===== src/rtl/knn_stream_if.sv =====
// Query/stream/result bundle for the streaming KNN core.
// The master side issues queries and points; the slave side returns the sorted neighbour list.
interface knn_stream_if #(
  parameter int COORD_W = 16,
  parameter int K       = 6,
  parameter int N_MAX   = 128
);
  localparam int IDX_W  = $clog2(N_MAX);
  localparam int DIST_W = 2*COORD_W + 1;

  logic                    start;
  logic [2*COORD_W-1:0]    test_pt;
  logic [IDX_W:0]          num_pts;
  logic                    pt_valid;
  logic                    pt_ready;
  logic [2*COORD_W-1:0]    pt_data;
  logic                    busy;
  logic                    done;
  logic [K*DIST_W-1:0]     nbr_dist;
  logic [K*IDX_W-1:0]      nbr_idx;
  logic [K-1:0]            nbr_vld;

  modport master (output start, test_pt, num_pts, pt_valid, pt_data,
                  input  pt_ready, busy, done, nbr_dist, nbr_idx, nbr_vld);
  modport slave  (input  start, test_pt, num_pts, pt_valid, pt_data,
                  output pt_ready, busy, done, nbr_dist, nbr_idx, nbr_vld);
endinterface


===== src/rtl/knn_stream_core.sv =====
// Streaming K-nearest-neighbour engine: one point per cycle through a 3-stage
// distance pipeline into a K-deep sorted insertion list.
module knn_stream_core #(
  parameter int COORD_W = 16,
  parameter int K       = 6,
  parameter int N_MAX   = 128
) (
  input  logic        clk,
  input  logic        rst,
  knn_stream_if.slave bus
);
  localparam int IDX_W  = $clog2(N_MAX);
  localparam int DIST_W = 2*COORD_W + 1;
  localparam int CNT_W  = IDX_W + 1;

  typedef enum logic [1:0] {IDLE, LOAD, DRAIN, DONE} state_t;

  state_t                state;
  logic [CNT_W-1:0]      cnt, cnt_nxt, n_lat, n_sat;
  logic [1:0]            drain_cnt;
  logic [2*COORD_W-1:0]  tpt;
  logic                  pt_ready_r, busy_r, done_r;
  logic                  accept, clr;

  assign n_sat   = (bus.num_pts > CNT_W'(N_MAX)) ? CNT_W'(N_MAX) : bus.num_pts;
  assign accept  = bus.pt_valid & pt_ready_r;
  assign clr     = (state == IDLE) & bus.start;
  assign cnt_nxt = cnt + CNT_W'(1);

  always_ff @(posedge clk) begin
    if (rst) begin
      state      <= IDLE;
      cnt        <= '0;
      n_lat      <= '0;
      drain_cnt  <= '0;
      tpt        <= '0;
      pt_ready_r <= 1'b0;
      busy_r     <= 1'b0;
      done_r     <= 1'b0;
    end else begin
      case (state)
        IDLE: begin
          done_r <= 1'b0;
          if (bus.start) begin
            tpt       <= bus.test_pt;
            n_lat     <= n_sat;
            cnt       <= '0;
            drain_cnt <= '0;
            busy_r    <= 1'b1;
            if (n_sat == '0) state <= DRAIN;
            else begin
              state      <= LOAD;
              pt_ready_r <= 1'b1;
            end
          end
        end
        LOAD: if (accept) begin
          cnt <= cnt_nxt;
          if (cnt_nxt == n_lat) begin
            state      <= DRAIN;
            pt_ready_r <= 1'b0;
          end
        end
        DRAIN: begin
          // three cycles lets the final accepted point clear S1..S3
          drain_cnt <= drain_cnt + 2'd1;
          if (drain_cnt == 2'd2) begin
            state  <= DONE;
            done_r <= 1'b1;
          end
        end
        DONE: begin
          done_r <= 1'b0;
          busy_r <= 1'b0;
          state  <= IDLE;
        end
        default: state <= IDLE;
      endcase
    end
  end

  // distance pipeline: S1 abs diffs, S2 squared distance, S3 list insert
  logic [2:1]             vld_pipe;
  logic [COORD_W-1:0]     px, py, tx, ty, s1_dx, s1_dy;
  logic [IDX_W-1:0]       s1_idx, s2_idx;
  logic [DIST_W-1:0]      s2_d;

  assign px = bus.pt_data[COORD_W-1:0];
  assign py = bus.pt_data[2*COORD_W-1:COORD_W];
  assign tx = tpt[COORD_W-1:0];
  assign ty = tpt[2*COORD_W-1:COORD_W];

  always_ff @(posedge clk) begin
    if (rst) vld_pipe <= '0;
    else     vld_pipe <= {vld_pipe[1], accept};
    s1_dx  <= (px >= tx) ? px - tx : tx - px;
    s1_dy  <= (py >= ty) ? py - ty : ty - py;
    s1_idx <= cnt[IDX_W-1:0];
    s2_d   <= DIST_W'(s1_dx) * DIST_W'(s1_dx) + DIST_W'(s1_dy) * DIST_W'(s1_dy);
    s2_idx <= s1_idx;
  end

  logic [K-1:0][DIST_W-1:0] slot_dist, nxt_dist;
  logic [K-1:0][IDX_W-1:0]  slot_idx, nxt_idx;
  logic [K-1:0]             slot_vld, nxt_vld, better;

  // better[] is monotone over a sorted list, so the first set bit is the insert point
  // and everything behind it shifts down by one; strict < keeps earlier arrivals ahead on ties.
  for (genvar i = 0; i < K; i++) begin : g_slot
    assign better[i] = ~slot_vld[i] | (s2_d < slot_dist[i]);
    if (i == 0) begin : g_head
      assign nxt_dist[i] = better[i] ? s2_d   : slot_dist[i];
      assign nxt_idx[i]  = better[i] ? s2_idx : slot_idx[i];
      assign nxt_vld[i]  = better[i] | slot_vld[i];
    end else begin : g_tail
      assign nxt_dist[i] = better[i-1] ? slot_dist[i-1] : better[i] ? s2_d   : slot_dist[i];
      assign nxt_idx[i]  = better[i-1] ? slot_idx[i-1]  : better[i] ? s2_idx : slot_idx[i];
      assign nxt_vld[i]  = better[i-1] ? slot_vld[i-1]  : (better[i] | slot_vld[i]);
    end
  end

  always_ff @(posedge clk) begin
    if (rst || clr) begin
      slot_dist <= '1;
      slot_idx  <= '1;
      slot_vld  <= '0;
    end else if (vld_pipe[2]) begin
      slot_dist <= nxt_dist;
      slot_idx  <= nxt_idx;
      slot_vld  <= nxt_vld;
    end
  end

  assign bus.pt_ready = pt_ready_r;
  assign bus.busy     = busy_r;
  assign bus.done     = done_r;
  assign bus.nbr_dist = slot_dist;
  assign bus.nbr_idx  = slot_idx;
  assign bus.nbr_vld  = slot_vld;
endmodule


===== src/flat_wrapper.sv =====
// flat-port wrapper written by rule: the top's interface ports become plain ports
module knn_stream_core_flat 
#(
  parameter int COORD_W = 16,
  parameter int K       = 6,
  parameter int N_MAX   = 128
)
  (clk, rst, bus_start, bus_test_pt, bus_num_pts, bus_pt_valid, bus_pt_data, bus_pt_ready, bus_busy, bus_done, bus_nbr_dist, bus_nbr_idx, bus_nbr_vld);
  knn_stream_if #(.COORD_W(COORD_W), .K(K), .N_MAX(N_MAX)) bus_i ();
  input  logic clk;
  input  logic rst;
  input wire logic [$bits(bus_i.start)-1:0] bus_start;
  input wire logic [$bits(bus_i.test_pt)-1:0] bus_test_pt;
  input wire logic [$bits(bus_i.num_pts)-1:0] bus_num_pts;
  input wire logic [$bits(bus_i.pt_valid)-1:0] bus_pt_valid;
  input wire logic [$bits(bus_i.pt_data)-1:0] bus_pt_data;
  output wire logic [$bits(bus_i.pt_ready)-1:0] bus_pt_ready;
  output wire logic [$bits(bus_i.busy)-1:0] bus_busy;
  output wire logic [$bits(bus_i.done)-1:0] bus_done;
  output wire logic [$bits(bus_i.nbr_dist)-1:0] bus_nbr_dist;
  output wire logic [$bits(bus_i.nbr_idx)-1:0] bus_nbr_idx;
  output wire logic [$bits(bus_i.nbr_vld)-1:0] bus_nbr_vld;
  assign bus_i.start = bus_start;
  assign bus_i.test_pt = bus_test_pt;
  assign bus_i.num_pts = bus_num_pts;
  assign bus_i.pt_valid = bus_pt_valid;
  assign bus_i.pt_data = bus_pt_data;
  assign bus_pt_ready = bus_i.pt_ready;
  assign bus_busy = bus_i.busy;
  assign bus_done = bus_i.done;
  assign bus_nbr_dist = bus_i.nbr_dist;
  assign bus_nbr_idx = bus_i.nbr_idx;
  assign bus_nbr_vld = bus_i.nbr_vld;
  knn_stream_core #(.COORD_W(COORD_W), .K(K), .N_MAX(N_MAX)) u_core (.clk(clk), .rst(rst), .bus(bus_i));
endmodule

===== config.mk =====
export PLATFORM = sky130hd
export DESIGN_NAME = knn_stream_core_flat
export DESIGN_NICKNAME = d
export VERILOG_FILES = /design/src/rtl/knn_stream_if.sv /design/src/rtl/knn_stream_core.sv /design/src/flat_wrapper.sv
export SDC_FILE = /design/constraint.sdc
export NUM_CORES = 2
export LEC_CHECK = 0
export BUFFER_PORTS_ARGS = -buffer_cell sky130_fd_sc_hd__buf_2
export CORE_MARGIN = 2
export CORE_UTILIZATION = 50
export DETAILED_ROUTE_END_ITERATION = 7
export GPL_ROUTABILITY_DRIVEN = 0
export PLACE_DENSITY = 0.71
export SYNTH_ARGS = -nofsm -noshare
export SYNTH_HDL_FRONTEND = slang
export SYNTH_SLANG_ARGS = --single-unit
export TNS_END_PERCENT = 1

===== constraint.sdc =====
create_clock -name clk -period 11.5 [get_ports clk]
set_clock_uncertainty 0.1 [all_clocks]
set_input_delay 1.15 -clock clk [delete_from_list [all_inputs] [get_ports clk]]
set_output_delay 1.15 -clock clk [all_outputs]
set_load 0.1 [all_outputs]

==> impl_metrics.csv <==
group,metric,value,unit
run_status,outcome,"complete, no violations",
logic_synthesis,synth_fa_ha_area_share,37.01,%
cts,post_cts_resized,0,
logic_synthesis,synthCells,4035,
worst_setup_path,end_kind,"register",
timing,fin_crit,7.769,ns
place,hpwl,79.27,mm
final_layout,drive_above_1_share,11.87,%
logic_synthesis,ys_ff_latch,382,
global_routing,grt_pass1_vias,29550,
timing,rsz0062_at_grt,"no",
final_layout,fillers,6577,
route,vias,29000,
logic_synthesis,synth.top_cell.area_share,21.23,%
worst_setup_path,critPathLaunchType,"register",
logic_synthesis,yosysWarningCount,0,
logic_synthesis,synth_edf_count,0,
die,ios,325,
final_layout,design_area,40480,um^2
cts,numCtsBuffers,46,
final_layout,antennaDiodeCount,0,
min_path,hold_path_class,"reg2reg",
timing,clock.fmax,0.1287,GHz
route,wl_met2,47.41,mm
global_routing,antenna_found_initial,1,
worst_setup_path,cpPeakStageDelay,0.93,ns
die,dieArea,75150,um^2
cts,cts.clk_slew.worst_paths,0.06,ns
logic_synthesis,synthMuxAreaShare,3.268,%
worst_setup_path,crit_fanout,22,
worst_setup_path,cp_cell_sequence,"and2_1 > fa_1 > inv_1 > fa_1 > fa_1 > fa_1 > inv_1 > fa_1 > fa_1 > fa_1 > inv_1 > fa_1 > inv_1 > ha_1 > nand2_1 > or3_1 > a31oi_1 > o22a_1 > nand2_1 > a21o_1 > o21ai_0 > o211ai_1",
route,met3_length,6.236,mm
worst_setup_path,crit_family,"adder cells",
final_layout,area_growth,10.96,%
cts,cts_hold_buf,0,
flow_run,maxCapViolCount,0,
route,dr.max_layer_used,"met5",
timing,worst_pin_slew,1.179,ns
place,io_buffers,324,
route,wirelength_met1,41.60,mm
logic_synthesis,yosysUniqueCellTypes,74,
route,wire_per_inst,19.06,um
die,std_cell_rows,99,
cts,cts_tree,"done",
worst_setup_path,critPathArrivalTime,8.16,ns
logic_synthesis,ys_seq_area_share,20.96,%
logic_synthesis,syn_nets,4958,
final_layout,final_common_cell,"inv_1",
global_routing,grtUsageTotal,26.53,%
logic_synthesis,synth_compound_area_share,15.27,%
timing,setup_viol,0,
worst_setup_path,cp_common_cell,"fa_1",
final_layout,layout_common_cells,"inv_1, ha_1, fa_1",
route,viasPerCell,5.517,
cts,clk_path_buf_depth,3,
cts,htreeDepth,2,
logic_synthesis,synth_top_cell_by_area,"fa_1",
cts,clock_sinks,382,
logic_synthesis,synthSimpleGateAreaFrac,11.32,%
die,initial_core_util,50.26,%
route,ant_nets,0,
timing,tns,0,ns
route,drt_iter0_drc,1823,
route,drc,0,
logic_synthesis,synth_top_family_by_area,"adder cells",
final_layout,nets,5183,
logic_synthesis,ys.flop_type,"dfxtp_1",
logic_synthesis,netlist_area,36480,um^2
logic_synthesis,synth-async-reset-ratio,0,%
timing,max_slew_margin,21.41,%
worst_setup_path,critPathSlowestCell,"dfxtp_1",
worst_setup_path,critPathLaunch,"u_core.s1_dy[0]",
cts,clock_latency,0.62,ns
die,coreArea,72590,um^2
die,die_y,274.1,um
worst_setup_path,rr_startpoint,"u_core.s1_dy[0]",
global_routing,grt-ovfl-total,0,
global_routing,grt_max_degree,83,
die,die_x,274.1,um
cts,cts_setup_buffers,0,
logic_synthesis,syn_area_per_cell,9.042,um^2
timing,slew_viol_final,0,
logic_synthesis,synth.area.top_cells,"fa_1, dfxtp_1, ha_1",
min_path,min_from,"u_core.s1_idx[4]",
timing,hold_viol,0,
route,firstDrtPassIters,5,
logic_synthesis,synth_xor_area_share,2.016,%
place,postPlaceCellArea,38910,um^2
worst_setup_path,crit_required,11.89,ns
route,wirelength,100.2,mm
timing,fin_crit_sh,67.56,%
cts,cts_root_buffer,"clkbuf_16",
global_routing,grt_pass1_wl,158.0,mm
worst_setup_path,worst-path-buf-inv,4,
worst_setup_path,critPathKind,"reg2reg",
-- per-layer routing --
metal  global-route usage, %  up-vias
li1                        -    13840
met1                   33.02    14060
met2                   44.82      866
met3                   4.633      224
met4                   12.21        2
met5                       0        -
-- logic make-up (layout without fill, tap and decap cells) --
kind of cell,after synthesis,count (layout)
AOI/OAI and AO/OA,800,800
buffers and inverters,976,1238
DFF,382,382
xor gates and xnor gates,84,84
muxes,118,118
adders and majority gates,847,847
and+or+nand+nor,828,828
-- registers in the layout (all words and copies together), names as in the netlist, 6 cells and up --
signal	cells
u_core.s1_idx	7
u_core.bus.nbr_idx	42
u_core.s2_idx	7
u_core.s1_dx	16
u_core.bus.nbr_vld	6
u_core.cnt	8
u_core.bus.nbr_dist	198
u_core.s1_dy	16
u_core.s2_d	33
u_core.tpt	32
u_core.n_lat	8
-- per-stage QoR --
step	hold WS [ns]	utilization, %	instances	setup WS (ns)
detailed placement	0.2121	53.60	5171	3.753
CTS	0.2259	55.77	5256	3.775
finish	0.2206	55.77	5256	3.731
floorplan	0.2096	-	4035	4.480
global placement	0.2098	53.60	5171	4.020
global route	0.2334	55.77	5256	3.356
-- area by class of cell --
class | count | area [um^2] | area share, %
multi-input combinational | 2677 | 25220 | 62.30
sequential | 382 | 7647 | 18.89
inverter | 800 | 3003 | 7.417
timing repair buffer | 353 | 1839 | 4.543
clock buffer | 63 | 1325 | 3.273
tap | 959 | 1200 | 2.964
clock inverter | 22 | 249.0 | 0.6150
-- worst paths after layout --
| path | endpoint | slack [ns] | cells after the start |
|---|---|---|---|
| min | u_core.s2_idx[4] | 0.22 | 0 |
| min reg2reg | u_core.s2_idx[4] | 0.22 | 0 |
| max reg2reg | u_core.s2_d[32] | 3.73 | 22 |
| max | u_core.s2_d[32] | 3.73 | 22 |
-- cell usage after synthesis (14+ instances only) --
master and count:
o21ai_0 153, o221a_2 40, nor3_1 61, buf_2 21, a211oi_1 58, ha_1 460
inv_1 800, a211o_1 47, a21oi_1 191, nand4_1 34, a2bb2oi_1 40, xor2_1 25
o31ai_1 34, and3_1 50, a21o_1 72, nand2_1 256, o211ai_1 14, fa_1 387
clkbuf_1 152, nor2b_1 26, nand3_1 31, nor2_1 138, a221oi_1 44, mux2i_1 112
xnor2_1 59, nand2b_1 53, and2_1 132, dfxtp_1 382
-- worst reg2reg max path, cell delays in order, from the launching register on --
cell	delay, ns
dfxtp_1	0.93
and2_1	0.36
fa_1	0.45
inv_1	0.09
fa_1	0.43
fa_1	0.48
fa_1	0.53
inv_1	0.06
fa_1	0.56
fa_1	0.44
fa_1	0.49
inv_1	0.05
fa_1	0.49
inv_1	0.05
ha_1	0.37
nand2_1	0.13
or3_1	0.40
a31oi_1	0.30
o22a_1	0.23
nand2_1	0.15
a21o_1	0.21
o21ai_0	0.25
o211ai_1	0.14
Power is not shown: default switching activity piles up to over one toggle a cycle in this logic, so the estimate is an artifact.
